[src/rtl/alu_issue.sv]
// rtl/alu_issue.sv - execute-stage issue/capture wrapper around a 64-bit combinational ALU
// Two-stage pipeline: S1 drives the ALU, S2 captures result plus branch decision.
module alu_issue #(
    parameter int XLEN = 64,
    parameter int RD_W = 5
) (
    input  logic            clk,
    input  logic            rst,
    input  logic            in_valid,
    output logic            in_ready,
    input  logic [1:0]      in_aluop,
    input  logic [2:0]      in_funct3,
    input  logic            in_funct7b30,
    input  logic            in_alusrc,
    input  logic [XLEN-1:0] in_rs1,
    input  logic [XLEN-1:0] in_rs2,
    input  logic [XLEN-1:0] in_imm,
    input  logic [RD_W-1:0] in_rd,
    output logic [XLEN-1:0] alu_op1,
    output logic [XLEN-1:0] alu_op2,
    output logic [3:0]      alu_sel,
    input  logic [XLEN-1:0] alu_result,
    input  logic            alu_zero,
    output logic            out_valid,
    input  logic            out_ready,
    output logic [XLEN-1:0] out_result,
    output logic [RD_W-1:0] out_rd,
    output logic            out_is_branch,
    output logic            out_taken,
    output logic            out_illegal
);

    localparam logic [3:0] SEL_AND  = 4'b0000;
    localparam logic [3:0] SEL_OR   = 4'b0001;
    localparam logic [3:0] SEL_ADD  = 4'b0010;
    localparam logic [3:0] SEL_SUB  = 4'b0110;
    localparam logic [3:0] SEL_PASS = 4'b1111;

    logic            s1_valid;
    logic [XLEN-1:0] s1_op1;
    logic [XLEN-1:0] s1_op2;
    logic [3:0]      s1_sel;
    logic [RD_W-1:0] s1_rd;
    logic            s1_is_branch;
    logic            s1_illegal;
    logic [2:0]      s1_funct3;
    logic            s2_valid;

    logic            s2_free;
    logic            in_fire;
    logic [3:0]      dec_sel;
    logic            dec_is_branch;
    logic            dec_illegal;
    logic            taken;

    assign s2_free  = !s2_valid || out_ready;
    assign in_ready = !s1_valid || s2_free;
    assign in_fire  = in_valid && in_ready;

    always_comb begin
        dec_sel       = SEL_PASS;
        dec_is_branch = 1'b0;
        dec_illegal   = 1'b0;
        case (in_aluop)
            2'b00: dec_sel = SEL_ADD;
            2'b01: begin
                dec_sel       = SEL_SUB;
                dec_is_branch = 1'b1;
                dec_illegal   = (in_funct3 != 3'b000) && (in_funct3 != 3'b001);
            end
            2'b10: begin
                case (in_funct3)
                    // Bit 30 only selects SUB for register-register forms; ADDI ignores it.
                    3'b000:  dec_sel = (in_funct7b30 && !in_alusrc) ? SEL_SUB : SEL_ADD;
                    3'b111:  dec_sel = SEL_AND;
                    3'b110:  dec_sel = SEL_OR;
                    default: begin
                        dec_sel     = SEL_PASS;
                        dec_illegal = 1'b1;
                    end
                endcase
            end
            default: dec_sel = SEL_PASS;
        endcase
    end

    always_comb begin
        taken = 1'b0;
        if (s1_is_branch) begin
            if (s1_funct3 == 3'b000)
                taken = alu_zero;
            else if (s1_funct3 == 3'b001)
                taken = !alu_zero;
        end
    end

    always_ff @(posedge clk or posedge rst) begin
        if (rst) begin
            s1_valid     <= 1'b0;
            s1_op1       <= '0;
            s1_op2       <= '0;
            s1_sel       <= 4'b0000;
            s1_rd        <= '0;
            s1_is_branch <= 1'b0;
            s1_illegal   <= 1'b0;
            s1_funct3    <= 3'b000;
        end else if (in_fire) begin
            s1_valid     <= 1'b1;
            s1_op1       <= in_rs1;
            s1_op2       <= in_alusrc ? in_imm : in_rs2;
            s1_sel       <= dec_sel;
            s1_rd        <= in_rd;
            s1_is_branch <= dec_is_branch;
            s1_illegal   <= dec_illegal;
            s1_funct3    <= in_funct3;
        end else if (s2_free) begin
            s1_valid     <= 1'b0;
        end
    end

    always_ff @(posedge clk or posedge rst) begin
        if (rst) begin
            s2_valid      <= 1'b0;
            out_result    <= '0;
            out_rd        <= '0;
            out_is_branch <= 1'b0;
            out_taken     <= 1'b0;
            out_illegal   <= 1'b0;
        end else if (s2_free) begin
            s2_valid <= s1_valid;
            if (s1_valid) begin
                out_result    <= alu_result;
                out_rd        <= s1_rd;
                out_is_branch <= s1_is_branch;
                out_taken     <= taken;
                out_illegal   <= s1_illegal;
            end
        end
    end

    assign alu_op1   = s1_op1;
    assign alu_op2   = s1_op2;
    assign alu_sel   = s1_sel;
    assign out_valid = s2_valid;

endmodule
[config.mk]
export PLATFORM = sky130hd
export DESIGN_NAME = alu_issue
export DESIGN_NICKNAME = d
export VERILOG_FILES = /design/src/rtl/alu_issue.sv
export SDC_FILE = /design/constraint.sdc
export NUM_CORES = 1
export LEC_CHECK = 0
export CORE_AREA = 2 2 186 188
export DETAILED_ROUTE_END_ITERATION = 7
export DIE_AREA = 0 0 188 190
export PLACE_DENSITY = 0.58
export RECOVER_POWER = 25
export SYNTH_ARGS = -nofsm -noshare
export SYNTH_HDL_FRONTEND = slang
export SYNTH_SLANG_ARGS = --single-unit
[constraint.sdc]
create_clock -name clk -period 11.8 [get_ports clk]
set_clock_uncertainty 0.1 [all_clocks]
set_input_delay 2.95 -clock clk [delete_from_list [all_inputs] [get_ports clk]]
set_output_delay 2.95 -clock clk [all_outputs]
set_load 0.01 [all_outputs]
==> results by group, run 1 <==
Outcome
  • Status: finished with violations
  • Failing checks: max-capacitance violations, max-slew violations

Logic synthesis
  • Synth warnings: 0
  • Distinct cells, synth: 28
  • Yosys top cell area share: 0.606
  • Cells after Synth: 636
  • Synth top area cells: dfrtp_1 61%, mux2_2 15%, a21oi_1 7.6%, mux2i_1 7.3%, mux2_4 4.2%
  • Top-count cell post-synth: dfrtp_1
  • Syn nets: 913
  • Synth async-reset ratio: 1.00
  • Synth Cell Area: 8920 um^2
  • Seq cells post-synth: 216
  • Synth top cells by count: 216 x dfrtp_1, 136 x a21oi_1, 120 x mux2_2
  • Synth Area per Inst: 14.0 um^2
  • Post-synthesis sequential area ratio: 0.606
  • Cell taking the most area after synthesis: dfrtp_1
  • EDFF count, synth: 0
  • Synth Flop Type: dfrtp_1

Clock tree
  • Post_cts resized: 0
  • Post-CTS Setup Bufs: 0
  • CTS root buf: clkbuf_16
  • Hold buffers post-CTS: 0
  • CTS tree: built
  • Clk slew on worst S/H paths: 0.05 ns
  • CTS Sinks: 216
  • Worst-Skew Late Latency: 0.53 ns
  • Total CTS buffers: 27
  • Htree depth: 1
  • Clock Path Buffers: 3

Setup path
  • CP max FO: 2
  • Worst Setup Path Type: in -> out
  • Critical Path AT: 4.46 ns
  • Crit end category: output port
  • CP startpoint kind: input pin
  • Critical Path RT: 8.75 ns

Die
  • Starting Density: 0.263
  • Top Ports: 479
  • FP Rows: 68
  • Die X: 188 um
  • Die Span Y: 190 um
  • Core area: 33900 um^2
  • Die Area: 35700 um^2

STA
  • RSZ-0062 raised after global routing: no
  • Max-slew headroom: -1.74
  • Slew Limit Fails: 90
  • Clock period minus worst slack: 7.51 ns
  • Number of failing hold endpoints at the final stage: 0
  • Final setup viols: 0
  • Crit share post-route: 0.636
  • Actual transition at the worst max-transition pin: 4.09 ns
  • Setup TNS: 0 ns
  • Max Clk Rate: 133 MHz

Place
  • Gpl congestion: 0.759
  • Dpl cell area: 14100 um^2
  • Port buffer count: 478
  • Dpl hpwl: 21.0 mm

Routing
  • Iteration-0 DRC Markers: 211
  • Number of remaining DRC errors: 0
  • Vias: 6879
  • Pre-antenna DRT Iters: 4
  • Routed vias/inst: 4.35
  • Drt total wl: 29.1 mm
  • Drt wl/cell: 18.4 um
  • Routed Antenna Nets: 0

Min path
  • Worst hold path type: reg -> reg

Final layout
  • Area Overhead vs Synth: 67.4%
  • Fin nets: 1382
  • Layout cell share with drive strength beyond 1: 0.179
  • Post-route cell area: 14900 um^2

GRT
  • Vias in the first global route: 7268
  • First-pass GRT wire length: 44.0 mm
  • GRT Overall Usage: 0.157
  • Largest net degree at the start of global routing: 90
  • Initial antenna violation count: 2
  • Remaining Overflow, GRT: 0

Pwr
  • LEAKAGE: 6.20 nW
  • Power after layout: 2.31 mW
  • Peak supply drop: 0.104 mV
  • Pwr dens: 154 nW/um^2

Flow run
  • Max-cap viol count: 1
## final timing paths
check | from | endpoint | slack, ns | cells past startpoint
min in group asynchronous | rst | out_result[41] | 4.01 | 2
max in group asynchronous | rst | out_result[9] | 5.35 | 3
max reg2reg | s1_valid | s1_funct3[1] | 8.34 | 6
max | out_ready | in_ready | 4.29 | 3
min reg2reg | out_result[55] | out_result[55] | 0.40 | 1
min | out_result[55] | out_result[55] | 0.40 | 1
## final cells by class
| cell class | count | area, um^2 |
|---|---|---|
| well taps | 455 | 569 |
| fillers | 3137 | 19000 |
| inverters | 4 | 16.3 |
| repair buffers | 486 | 4840 |
| clock buffers | 40 | 795 |
| multi-input cells | 370 | 3240 |
| clock inverters | 9 | 70.1 |
| diodes | 2 | 5.00 |
| flip-flops and latches | 216 | 5410 |
## metrics by stage
step                setup slack, ns  hold slack [ns]  cells   util
global route                   4.24            0.415   1581  0.440
floorplan                      2.84            0.357    636      -
global placement               4.34            0.385   1531  0.415
CTS                            4.37            0.403   1580  0.440
finish                         4.29            0.396   1582  0.440
detailed placement             4.38            0.391   1531  0.415
## critical path, cell delays in order
cell,delay [ns]
dlygate4sd3_1,0.57
nand3b_1,0.34
clkdlybuf4s50_1,0.59
## where the power goes
part | internal (mW) | switching [mW]
sequential | 0.858 | 0.0598
combinational | 0.358 | 0.231
clock | 0.484 | 0.318
## cell usage in the layout (no fill, tap or decap), types with 2 or more instances in the layout
| cell type | n |
|---|---|
| diode_2 | 2 |
| ha_1 | 4 |
| clkdlybuf4s50_1 | 403 |
| mux2_4 | 25 |
| clkbuf_8 | 7 |
| dfrtp_1 | 216 |
| buf_4 | 9 |
| dlygate4sd3_1 | 73 |
| clkbuf_16 | 27 |
| mux2_2 | 120 |
| clkinv_2 | 8 |
| clkbuf_1 | 6 |
| a21oi_1 | 136 |
| a31oi_1 | 2 |
| nand2b_1 | 3 |
| inv_1 | 3 |
| mux2i_1 | 65 |
## registers in the layout, summed over array words and instances, names as in the netlist
name           count
alu_op1           64
alu_op2           64
out_result        64
out_rd             5
s1_rd              5
alu_sel            4
s1_funct3          3
out_illegal        1
out_is_branch      1
out_taken          1
out_valid          1
s1_illegal         1
s1_is_branch       1
s1_valid           1
## cells by family (layout without fill, tap and decap cells)
| group | Yosys count | in the layout | synth area share |
|---|---|---|---|
| muxes | 210 | 210 | 0.266 |
| DFF | 216 | 216 | 0.606 |
| adders and majority gates | 4 | 4 | 0.00561 |
| other | 0 | 2 | 0 |
| AOI/OAI and AO/OA | 142 | 142 | 0.0809 |
| and+or+nand+nor | 13 | 13 | 0.00855 |
| xor gates and xnor gates | 1 | 1 | 0.000982 |
| buffers and inverters | 50 | 539 | 0.0320 |
## routing by layer
metal,global-route usage,routed length (um),up-vias
met4,0.0454,752,0
met5,0,0,-
met3,0.0426,2020,43
met1,0.194,11900,3353
li1,-,-,3231
met2,0.270,14400,252
Power figures use the tool's default switching activity.
==> inputs of run 2 (changes only) <==
- CORE_AREA: 2 2 186 188 -> 2 2 184 186
- DIE_AREA: 0 0 188 190 -> 0 0 186 188
- PLACE_DENSITY: 0.58 -> 0.59
- clock period: 11.8 -> 7.1 ns (I/O delays scaled with it)
==> run 2 against run 1 <==
The run still ends with max-capacitance violations, max-slew violations left. Sequential cell count is the same. Critical path type is now in -> reg. Via count up 0.15%. Register-to-register slack worse by 5.2 ns. Routed wire length rose by 1.6%.
==> results by group, run 2 (synthesis gave the netlist of run 1 again) <==
Clock tree
  • Worst-Skew Late Latency: 0.52 ns (was 0.53 ns)
  • Clock Path Buffers: 3 (unchanged)
  • Total CTS buffers: 26 (was 27)
  • Htree depth: 1 (unchanged)
  • CTS tree: built (unchanged)
  • Clk slew on worst S/H paths: 0.06 ns (was 0.05 ns)
  • CTS Sinks: 216 (unchanged)
  • Post_cts resized: 0 (unchanged)
  • Post-CTS Setup Bufs: 0 (unchanged)
  • CTS root buf: clkbuf_16 (unchanged)
  • Hold buffers post-CTS: 0 (unchanged)

Setup path
  • Critical Path RT: 7.41 ns (was 8.75 ns)
  • CP startpoint kind: input pin (unchanged)
  • Crit end category: flop (was output port)
  • Critical Path AT: 5.70 ns (was 4.46 ns)
  • Worst Setup Path Type: in -> reg (was in -> out)
  • CP max FO: 70 (was 2)

Pwr
  • Internal power: 2.84 mW (was 1.70 mW)
  • Logic pwr share: 0.261 (was 0.255)
  • LEAKAGE: 6.15 nW (was 6.20 nW)
  • Reg power frac: 0.397 (was 0.398)
  • Pwr dens: 259 nW/um^2 (was 154 nW/um^2)
  • Clock power frac: 0.343 (was 0.347)
  • Net Sw Frac: 0.264 (about the same)
  • Peak supply drop: 0.170 mV (was 0.104 mV)
  • Switch Pwr: 1.02 mW (was 608 uW)

Routing
  • Drt total wl: 29.5 mm (was 29.1 mm)
  • Routed vias/inst: 4.39 (was 4.35)
  • Iteration-0 DRC Markers: 275 (was 211)
  • Routed Antenna Nets: 0 (unchanged)
  • Vias: 6889 (was 6879)
  • Number of remaining DRC errors: 0 (unchanged)
  • Drt wl/cell: 18.8 um (was 18.4 um)
  • Pre-antenna DRT Iters: 6 (was 4)

Outcome
  • Status: finished with violations (unchanged)
  • Failing checks: max-capacitance violations, max-slew violations (unchanged)

GRT
  • Largest net degree at the start of global routing: 132 (was 90)
  • First-pass GRT wire length: 43.2 mm (was 44.0 mm)
  • GRT Overall Usage: 0.161 (was 0.157)
  • Initial antenna violation count: 3 (was 2)
  • Remaining Overflow, GRT: 0 (unchanged)
  • Vias in the first global route: 7091 (was 7268)

Place
  • Dpl hpwl: 21.2 mm (was 21.0 mm)
  • Place WS: 2.05 ns (was 4.38 ns)
  • Dpl cells: 1523 (was 1531)
  • Port buffer count: 478 (unchanged)
  • Dpl cell area: 14100 um^2 (about the same)
  • Gpl congestion: 0.754 (was 0.759)

Die
  • Core area: 33100 um^2 (was 33900 um^2)
  • FP Rows: 67 (was 68)
  • Top Ports: 479 (unchanged)
  • Die Span Y: 188 um (was 190 um)
  • Die X: 186 um (was 188 um)
  • Starting Density: 0.270 (was 0.263)
  • Die Area: 35000 um^2 (was 35700 um^2)

STA
  • RSZ-0062 raised after global routing: no (unchanged)
  • Worst hold margin: 0.391 ns (was 0.396 ns)
  • Final WS setup: 1.72 ns (was 4.29 ns)
  • Slew Limit Fails: 110 (was 90)
  • Crit share post-route: 0.758
  • Max-slew headroom: -1.18 (was -1.74)
  • Final setup viols: 0 (unchanged)
  • Clock period minus worst slack: 5.38 ns
  • Max Clk Rate: 186 MHz
  • Number of failing hold endpoints at the final stage: 0 (unchanged)
  • Setup TNS: 0 ns (unchanged)
  • Actual transition at the worst max-transition pin: 3.26 ns (was 4.09 ns)

Min path
  • Worst hold path type: reg -> reg (unchanged)

Final layout
  • Most common cell after layout, fill and taps aside: clkdlybuf4s50_1 (unchanged)
  • Post-route cell area: 14900 um^2 (about the same)
  • Area Overhead vs Synth: 67.0% (was 67.4%)
  • Leading cell types in the layout, fill and taps excluded: 474 x clkdlybuf4s50_1, 216 x dfrtp_1, 136 x a21oi_1, 120 x mux2_2, 65 x mux2i_1 (was 403 x clkdlybuf4s50_1, 216 x dfrtp_1, 136 x a21oi_1, 120 x mux2_2, 73 x dlygate4sd3_1)
  • Layout Cells excl Fill: 1569 (was 1582)
  • Layout cell share with drive strength beyond 1: 0.173 (was 0.179)
  • Fin nets: 1380 (was 1382)

Flow run
  • Max-cap viol count: 2 (was 1)
==> run 2: cell count changes in the layout (fill, tap and decap cells not counted), sizes merged <==
| cell | delta |
|---|---|
| buf | -2 |
| bufinv | +1 |
| clkbuf | -4 |
| clkdlybuf4s50 | +71 |
| clkinv | -4 |
| clkinvlp | +1 |
| diode | +1 |
| dlygate4sd3 | -71 |
| inv | +1 |
==> run 2: area by class of cell <==
| cell class | count | area [um^2] |
|---|---|---|
| clock buffers | 35 | 736 |
| fillers | 3091 | 18200 |
| clock inverters | 8 | 100 |
| flip-flops and latches | 216 | 5410 |
| inverters | 4 | 16.3 |
| repair buffers | 485 | 4840 |
| diodes | 3 | 7.51 |
| multi-input cells | 370 | 3240 |
| well taps | 448 | 561 |
==> run 2: critical path: stages <==
cell           delay, ns
dlygate4sd3_1       0.53
nand3b_1            0.30
clkbuf_1            2.33
nand2_1             0.31
mux2_2              0.40
==> run 2: through the flow <==
stage / total power, mW / util
global route: 4.04 / 0.450
floorplan: 1.94 / -
detailed placement: 2.57 / 0.425
finish: 3.85 / 0.450
global placement: 2.56 / 0.425
CTS: 3.93 / 0.450
==> run 2: path summary, 6_finish.rpt <==
kind                           start        endpoint  slack [ns]  depth (start not counted)
max                        out_ready    s1_is_branch        1.72                          5
min                         s1_valid       out_valid        0.39                          1
max reg2reg                out_valid    s1_is_branch        3.12                          4
min reg2reg                 s1_valid       out_valid        0.39                          1
max in group asynchronous        rst    s1_funct3[0]        3.37                          3
min in group asynchronous        rst  out_result[63]        2.08                          2
==> run 2: per-layer routing <==
| layer | part of all wire | global-route usage | vias to the layer above |
|---|---|---|---|
| met1 | 0.40 | 0.193 | 3386 |
| met2 | 0.50 | 0.282 | 245 |
| met4 | 0.024 | 0.0424 | 2 |
| li1 | - | - | 3220 |
| met5 | 0.00044 | 0 | - |
| met3 | 0.075 | 0.0449 | 36 |
==> run 2: power by group through the flow <==
stage               Combinational [mW]  Clock [mW]  Sequential (mW)
floorplan                        0.307           0             1.63
global placement                  1.02           0             1.54
detailed placement                1.02           0             1.55
CTS                               1.03        1.37             1.53
global route                      1.07        1.41             1.55
finish                            1.00        1.32             1.53
==> inputs of run 3 (changes only) <==
- clock period: 7.1 -> 5.3 ns (I/O delays scaled with it)
==> run 3 against run 2 <==
The run still ends with max-capacitance violations, max-slew violations left. Worst hold slack better by 0.0085 ns. Critical path depth shrank 2. Die area is the same. Final area is essentially flat. Core utilization about the same. Clock power up 29%. Sequential power rose by 34%. Non-clock buffer count grew 3. Sequential share of layout area hardly changed.
==> results by group, run 3 (synthesis gave the netlist of run 1 again) <==
STA
  • Crit share post-route: 0.808
  • Worst hold margin: 0.400 ns (was 0.391 ns)
  • Max-slew headroom: -0.507 (was -1.18)
  • Final setup viols: 0 (unchanged)
  • RSZ-0062 raised after global routing: no (unchanged)
  • Slew Limit Fails: 161 (was 110)
  • Clock period minus worst slack: 4.28 ns
  • Actual transition at the worst max-transition pin: 2.26 ns (was 3.26 ns)
  • Number of failing hold endpoints at the final stage: 0 (unchanged)
  • Max Clk Rate: 233 MHz
  • Setup TNS: 0 ns (unchanged)

Pwr
  • Power after layout: 5.09 mW (was 3.85 mW)
  • Pwr dens: 342 nW/um^2 (was 259 nW/um^2)
  • Peak supply drop: 0.234 mV (was 0.170 mV)
  • LEAKAGE: 6.16 nW (was 6.15 nW)

Clock tree
  • Clock Path Buffers: 3 (unchanged)
  • Hold buffers post-CTS: 0 (unchanged)
  • Worst-Skew Late Latency: 0.53 ns (was 0.52 ns)
  • Htree depth: 1 (unchanged)
  • Post-CTS Setup Bufs: 0 (unchanged)
  • CTS root buf: clkbuf_16 (unchanged)
  • CTS tree: built (unchanged)
  • Post_cts resized: 0 (unchanged)
  • Clk slew on worst S/H paths: 0.05 ns (was 0.06 ns)
  • Total CTS buffers: 27 (was 26)
  • CTS Sinks: 216 (unchanged)

Place
  • Port buffer count: 478 (unchanged)
  • Gpl congestion: 0.756 (was 0.754)
  • Dpl cell area: 14100 um^2 (about the same)
  • Dpl hpwl: 21.6 mm (was 21.2 mm)

GRT
  • Met3 Use GR: 0.0423 (was 0.0449)
  • First-pass GRT wire length: 44.1 mm (was 43.2 mm)
  • Met2 Use GR: 0.280 (was 0.282)
  • Initial antenna violation count: 1 (was 3)
  • GR Util met1: 0.207 (was 0.193)
  • Busiest grt layer: met2 (unchanged)
  • GRT Overall Usage: 0.165 (was 0.161)
  • Largest net degree at the start of global routing: 81 (was 132)
  • Remaining Overflow, GRT: 0 (unchanged)
  • Vias in the first global route: 7179 (was 7091)

Flow run
  • Max-cap viol count: 3 (was 2)

Routing
  • Drt wl/cell: 18.8 um (about the same)
  • Iteration-0 DRC Markers: 271 (was 275)
  • Drt total wl: 29.5 mm (about the same)
  • Routed Antenna Nets: 0 (unchanged)
  • Number of remaining DRC errors: 0 (unchanged)
  • Routed vias/inst: 4.40 (was 4.39)
  • Vias: 6913 (was 6889)
  • Pre-antenna DRT Iters: 6 (unchanged)

Setup path
  • Crit end category: output port (was flop)
  • CP startpoint kind: input pin (unchanged)
  • Beginning of the worst register-to-register path: s1_valid (was out_valid)
  • Critical Path AT: 2.86 ns (was 5.70 ns)
  • Critical Path RT: 3.88 ns (was 7.41 ns)
  • Worst Setup Path Type: in -> out (was in -> reg)
  • CP max FO: 4 (was 70)
  • Critical path startpoint: out_ready (unchanged)

Die
  • Core area: 33100 um^2 (unchanged)
  • FP Rows: 67 (unchanged)
  • Die Area: 35000 um^2 (unchanged)
  • Die X: 186 um (unchanged)
  • Starting Density: 0.270 (unchanged)
  • Top Ports: 479 (unchanged)
  • Die Span Y: 188 um (unchanged)

Final layout
  • Antenna Cells: 0 (was 3)
  • Layout cell share with drive strength beyond 1: 0.175 (was 0.173)
  • Post-route cell area: 14900 um^2 (about the same)
  • FF+latch area: 5410 um^2 (unchanged)
  • Multi-input gate area: 3240 um^2 (about the same)
  • Leading cell types in the layout, fill and taps excluded: 474 x clkdlybuf4s50_1, 216 x dfrtp_1, 136 x a21oi_1, 120 x mux2_2, 65 x mux2i_1 (unchanged)
  • Fillers: 3066 (was 3091)
  • Area Overhead vs Synth: 67.0% (about the same)
  • Fin nets: 1384 (was 1380)
  • Most common cell after layout, fill and taps aside: clkdlybuf4s50_1 (unchanged)

Min path
  • Hold Crit Start: out_result[49] (was s1_valid)
  • Worst hold path type: reg -> reg (unchanged)

Outcome
  • Failing checks: max-capacitance violations, max-slew violations (unchanged)
  • Status: finished with violations (unchanged)
[run 3: worst paths after layout]
kind                                       end  slack (ns)  depth (start not counted)
worst max-delay path                  in_ready        1.02                          3
worst min-delay path            out_result[49]        0.40                          1
worst max register to register     alu_op1[22]        3.11                          4
worst min register to register  out_result[49]        0.40                          1
max in group asynchronous          alu_op2[10]        1.44                          3
min in group asynchronous          alu_op1[32]        1.18                          2
[run 3: per-layer routing]
layer	vias to the layer above	part of all wire
met2	253	0.50
met1	3395	0.40
li1	3227	-
met4	0	0.025
met5	-	0
met3	38	0.075
[run 3: layout make-up]
class | count | share of cell area
Tap cell | 448 | 0.0376
Inverter | 4 | 0.00109
Multi-Input combinational cell | 370 | 0.218
Sequential cell | 216 | 0.363
Timing Repair Buffer | 488 | 0.327
Clock inverter | 7 | 0.00277
Clock buffer | 39 | 0.0517
[run 3: report_power, final]
| part | switching [mW] | total [mW] | internal, mW |
|---|---|---|---|
| Sequential | 0.138 | 2.05 | 1.91 |
| Combinational | 0.516 | 1.35 | 0.832 |
| Clock | 0.698 | 1.70 | 0.999 |
| Total | 1.35 | 5.09 | 3.74 |
[run 3: through the flow]
stage / utilization / worst slack (ns) / std cells
6_report: 0.450 / 1.02 / 1572
3_3_place_gp: 0.426 / 1.03 / 1526
2_1_floorplan: - / 1.06 / 636
5_1_grt: 0.450 / 0.847 / 1572
4_1_cts: 0.451 / 1.07 / 1572
3_5_place_dp: 0.426 / 1.09 / 1526
[run 3: worst max-delay path: stages]
cell             delay (ns)
dlygate4sd3_1          0.58
nand3b_1               0.36
clkdlybuf4s50_1        0.58
==> RTL change 1, RTL diff (settings of run 2) <==
The parameter `RD_W` goes from 5 to 10.
--- a/src/rtl/alu_issue.sv
+++ b/src/rtl/alu_issue.sv
@@ -4,3 +4,3 @@
     parameter int XLEN = 64,
-    parameter int RD_W = 5
+    parameter int RD_W = 10
 ) (
Interface: changed (resized in_rd and out_rd); port bits go from 479 to 489. The function was not compared with the original's and may differ.
==> RTL change 1 against run 2 <==
  * The flow still finishes with violations (capacitance limit, slew limit)
  * Cell area rose by 4.5%
  * Power rose by 3.6%
  * Die area did not move
  * Count of clock-buffer cells in the layout rose by 5
  * Sequential cell count rose by 10
  * Setup slack got worse by 0.13 ns
  * Wire length barely moved
  * Critical endpoint is now s1_funct3[2]
  * Synthesized area rose by 6.7%
==> RTL change 1: results <==
metrics = {
    "synthesis": {
        "synth_cell_types": 27,
        "syn_nets": 939,
        "synthTopCellsByCount": "dfrtp_1 (226), a21oi_1 (136), mux2_2 (80), mux2_4 (75), mux2i_1 (65)",
        "seq_area_frac_synth_pct": 59.4,
        "yosys-top-cells-area": "dfrtp_1 (59%), mux2_4 (12%), mux2_2 (9.5%)",
    },
    "detailed_routing": {
        "drt_pass1_iterations": 4,
        "wl_mm": 29.6,
        "first_iter_violations": 211,
    },
    "place": {
        "io_buffers": 488,
        "place.gp.congestion": 0.740,
    },
    "outcome": {
        "failed_checks": "capacitance limit, slew limit",
        "status": "finished with violations",
    },
    "grt": {
        "antenna_found_initial": 0,
        "grt_pass1_vias": 7551,
        "grt_pass1_wl_mm": 44.7,
        "grt_max_degree": 146,
        "track_usage_pct": 16.4,
    },
    "worst_setup_path": {
        "arrival_ns": 5.82,
    },
    "timing": {
        "worst_slew_pin_slew_ns": 3.40,
        "finalMaxSlewViolations": 111,
    },
    "layout": {
        "antenna_cells": 0,
        "drive_gt1_share_pct": 17.8,
        "fin_nets": 1414,
    },
    "power_and_ir_drop": {
        "p_leak_nw": 6.56,
        "ir_drop_mv": 0.158,
    },
    "clocking": {
        "htreeDepth": 1,
        "cts_buffer_depth": 3,
    },
    "flow_run": {
        "drv_cap": 2,
    },
}
RTL change 1: cell count changes in the layout (fill, tap and decap cells not counted), moves of 3 or more:
cell	change
clkdlybuf4s50_1	+6
dfrtp_1	+10
clkbuf_8	+4
dlygate4sd3_1	+4
mux2_2	-40
diode_2	-3
mux2_4	+50
RTL change 1: layer usage:
layer / global-route usage, % / vias to the layer above / part of all wire [%]
li1: - / 3301 / -
met1: 19.5 / 3446 / 40
met2: 28.7 / 307 / 49
met3: 4.35 / 45 / 8.6
met4: 4.75 / 0 / 2.4
met5: 0 / - / 0
RTL change 1: final cells by class:
| class | instances | area [um2] |
|---|---|---|
| Multi-Input combinational cell | 380 | 3540 |
| Clock inverter | 7 | 71.3 |
| Inverter | 4 | 16.3 |
| Clock buffer | 40 | 773 |
| Sequential cell | 226 | 5660 |
| Timing Repair Buffer | 494 | 4940 |
| Fill cell | 3007 | 17500 |
| Tap cell | 448 | 561 |
RTL change 1: per-stage QoR:
| stage | instance area [um2] | cells | util [%] | worst slack, ns | power (mW) |
|---|---|---|---|---|---|
| after floorplan | 9520 | 657 | - | 2.27 | 2.06 |
| after global placement | 14700 | 1552 | 44.5 | 1.97 | 2.70 |
| after detailed placement | 14700 | 1552 | 44.5 | 1.99 | 2.71 |
| after CTS | 15600 | 1599 | 47.0 | 1.97 | 4.06 |
| after global routing | 15600 | 1599 | 47.0 | 1.22 | 4.19 |
| final | 15600 | 1599 | 47.0 | 1.59 | 3.99 |
RTL change 1: power breakdown:
| group | switching, mW | internal, mW |
|---|---|---|
| Sequential | 0.114 | 1.49 |
| Clock | 0.533 | 0.783 |
| Combinational | 0.400 | 0.669 |
RTL change 1: critical path, stage by stage:
cell and delay, ns:
dlygate4sd3_1 0.60, nand3b_1 0.30, clkbuf_1 2.40, nand2_1 0.31
mux2_2 0.40
RTL change 1: path summary, 6_finish.rpt:
kind	start	to	slack, ns	cells past startpoint
min in group asynchronous	rst	alu_op1[47]	2.06	2
max in group asynchronous	rst	alu_op2[34]	3.34	3
max	out_ready	s1_funct3[2]	1.59	5
max reg2reg	s1_valid	s1_funct3[2]	3.06	4
min reg2reg	out_result[19]	out_result[19]	0.40	1
min	out_result[19]	out_result[19]	0.40	1
RTL change 1: cell families after synthesis:
group           synth area share [%]
flops                           59.4
mux                             28.1
compound gates                  7.58
buf+inv                         3.47
simple gates                   0.802
fa+ha+maj                      0.526
xor+xnor                      0.0920
==> RTL change 2, RTL diff (config.mk and constraints of run 2) <==
Without the edit above. Make the reset (`rst`) synchronous in 2 clocked blocks.
--- a/src/rtl/alu_issue.sv
+++ b/src/rtl/alu_issue.sv
@@ -96,3 +96,3 @@
 
-    always_ff @(posedge clk or posedge rst) begin
+    always_ff @(posedge clk) begin
         if (rst) begin
@@ -120,3 +120,3 @@
 
-    always_ff @(posedge clk or posedge rst) begin
+    always_ff @(posedge clk) begin
         if (rst) begin
Formal check against the unedited RTL: differs if rst is asserted again (counterexample within 4 cycles, from zero or initial values and one cycle with rst high); with rst held inactive, the same outputs for 4 cycles.
==> RTL change 2 against run 2 <==
  * Power down 17%
  * Sequential cell count unchanged
  * Worst hold slack worse by 0.023 ns
  * Setup slack better by 0.00081 ns
  * Non-clock buffer count up 4
  * The run still ends with capacitance limit, slew limit left
  * Synthesized cell count up 57%
  * Via count up 32%
  * Wire length up 21%
  * Cell area down 2.2%
  * Synthesized area down 1.9%
  * Count of clock-buffer cells in the layout up 7
==> RTL change 2: results <==
metrics = {
    "clocking": {
        "post_cts_resized": 0,
        "cts_buffer_depth": 3,
        "clock_latency_ns": 0.52,
        "numCtsBuffers": 26,
    },
    "detailed_routing": {
        "first_iter_violations": 546,
        "vias": 9095,
        "drt_pass1_iterations": 5,
        "detail_route.wl_per_cell_um": 19.1,
    },
    "grt": {
        "grt_pass1_wl_mm": 53.1,
        "track_usage_pct": 19.2,
        "antenna_found_initial": 5,
        "grt_max_degree": 111,
    },
    "worst_setup_path": {
        "crit_path_max_incr_delay_ns": 3.15,
        "r2r-start": "s1_valid",
        "critPathTopFamily": "buffers and inverters",
        "r2r_cells": 6,
        "rrSetupSlack_ns": 3.87,
        "r2r_end": "alu_op2[50]",
        "cpMaxStageDelayCell": "dlygate4sd2_1",
        "path_max_fanout": 110,
    },
    "layout": {
        "antenna_cells": 4,
        "inverters": 8,
        "clk_share_pct": 5.92,
        "bufAreaShareNonClock_pct": 33.4,
        "multi_input_area_um2": 3910,
        "clkbuf_count": 42,
        "regArea_um2": 4330,
        "fillerInstances": 3246,
        "nMultiInputCombCells": 658,
        "fin_nets": 1676,
        "drive_gt1_share_pct": 4.86,
        "nFlopsAndLatches": 216,
        "n_all_buffers": 489,
    },
    "power_and_ir_drop": {
        "ir_drop_mv": 0.137,
        "p_leak_nw": 5.48,
        "p_sw_share_pct": 24.8,
    },
    "synthesis": {
        "synthTopCellsByCount": "dfxtp_1 (216), a21oi_1 (215), nand3_1 (144), o21ai_0 (128), clkbuf_1 (68)",
        "seq_area_frac_synth_pct": 49.4,
        "avgSynthCellArea_um2": 8.78,
        "syn_nets": 1275,
        "synth_cell_types": 32,
        "synth-async-reset-ratio_pct": 0,
        "yosys-top-cells-area": "dfxtp_1 (49%), a21oi_1 (12%), nand3_1 (8.2%)",
        "synthFlopType": "dfxtp_1",
    },
    "timing": {
        "worst_slew_pin_slew_ns": 4.36,
        "finalMaxSlewViolations": 108,
    },
    "outcome": {
        "status": "finished with violations",
        "failed_checks": "capacitance limit, slew limit",
    },
    "hold_path": {
        "min_from": "out_result[41]",
        "whs_endpoint": "out_result[41]",
        "holdPathStages": 2,
    },
    "place": {
        "place.gp.congestion": 0.760,
        "dpl.hpwl_mm": 23.9,
        "post_dp_cell_area_um2": 13700,
    },
    "flow_run": {
        "drv_cap": 1,
    },
}
RTL change 2: metrics by stage:
stage / util (%) / cells / hold WS [ns] / setup WS, ns
floorplan: - / 998 / 0.354 / 2.81
global placement: 41.4 / 1819 / 0.360 / 2.06
detailed placement: 41.4 / 1819 / 0.365 / 2.05
CTS: 44.0 / 1867 / 0.373 / 2.04
global route: 44.0 / 1870 / 0.388 / 1.46
finish: 44.0 / 1871 / 0.369 / 1.72
RTL change 2: worst max path at each step:
stage                     startpoint           to  slack (ns)
after CTS                  out_ready     in_ready        2.04
after floorplan            out_ready     in_ready        2.81
after detailed placement   out_ready     in_ready        2.05
after global routing             rst  alu_op1[43]        1.46
after global placement     out_ready     in_ready        2.06
final                            rst  alu_op1[39]        1.72
RTL change 2: power groups by stage:
stage	Clock [mW]	Combinational [mW]	Sequential, mW
finish	1.32	0.546	1.32
global route	1.42	0.589	1.33
CTS	1.38	0.560	1.32
detailed placement	0	0.557	1.35
global placement	0	0.554	1.35
floorplan	0	0.179	1.38
RTL change 2: logic make-up (layout without fill, tap and decap cells):
logic type	Yosys count	after routing	share of synthesized area, %
xor gates and xnor gates	1	1	0.100
muxes	64	64	7.31
AOI/OAI and AO/OA	434	434	27.4
other	0	4	0
DFF	216	216	49.4
buffers and inverters	124	545	6.14
adders and majority gates	4	4	0.571
and+or+nand+nor	155	155	9.08
RTL change 2: routing by layer:
| layer | GRT usage [%] | part of all wire, % |
|---|---|---|
| met5 | 0 | 0 |
| met1 | 22.0 | 39 |
| met3 | 7.52 | 11 |
| met2 | 33.3 | 49 |
| met4 | 4.85 | 1.9 |
RTL change 2: worst reg2reg max path, delay by kind of cell, from the launching register on:
kind | cells | cell delay (ns)
compound gates | 1 | 0.15
simple gates | 2 | 1.10
flops | 1 | 0.30
buf+inv | 3 | 1.26
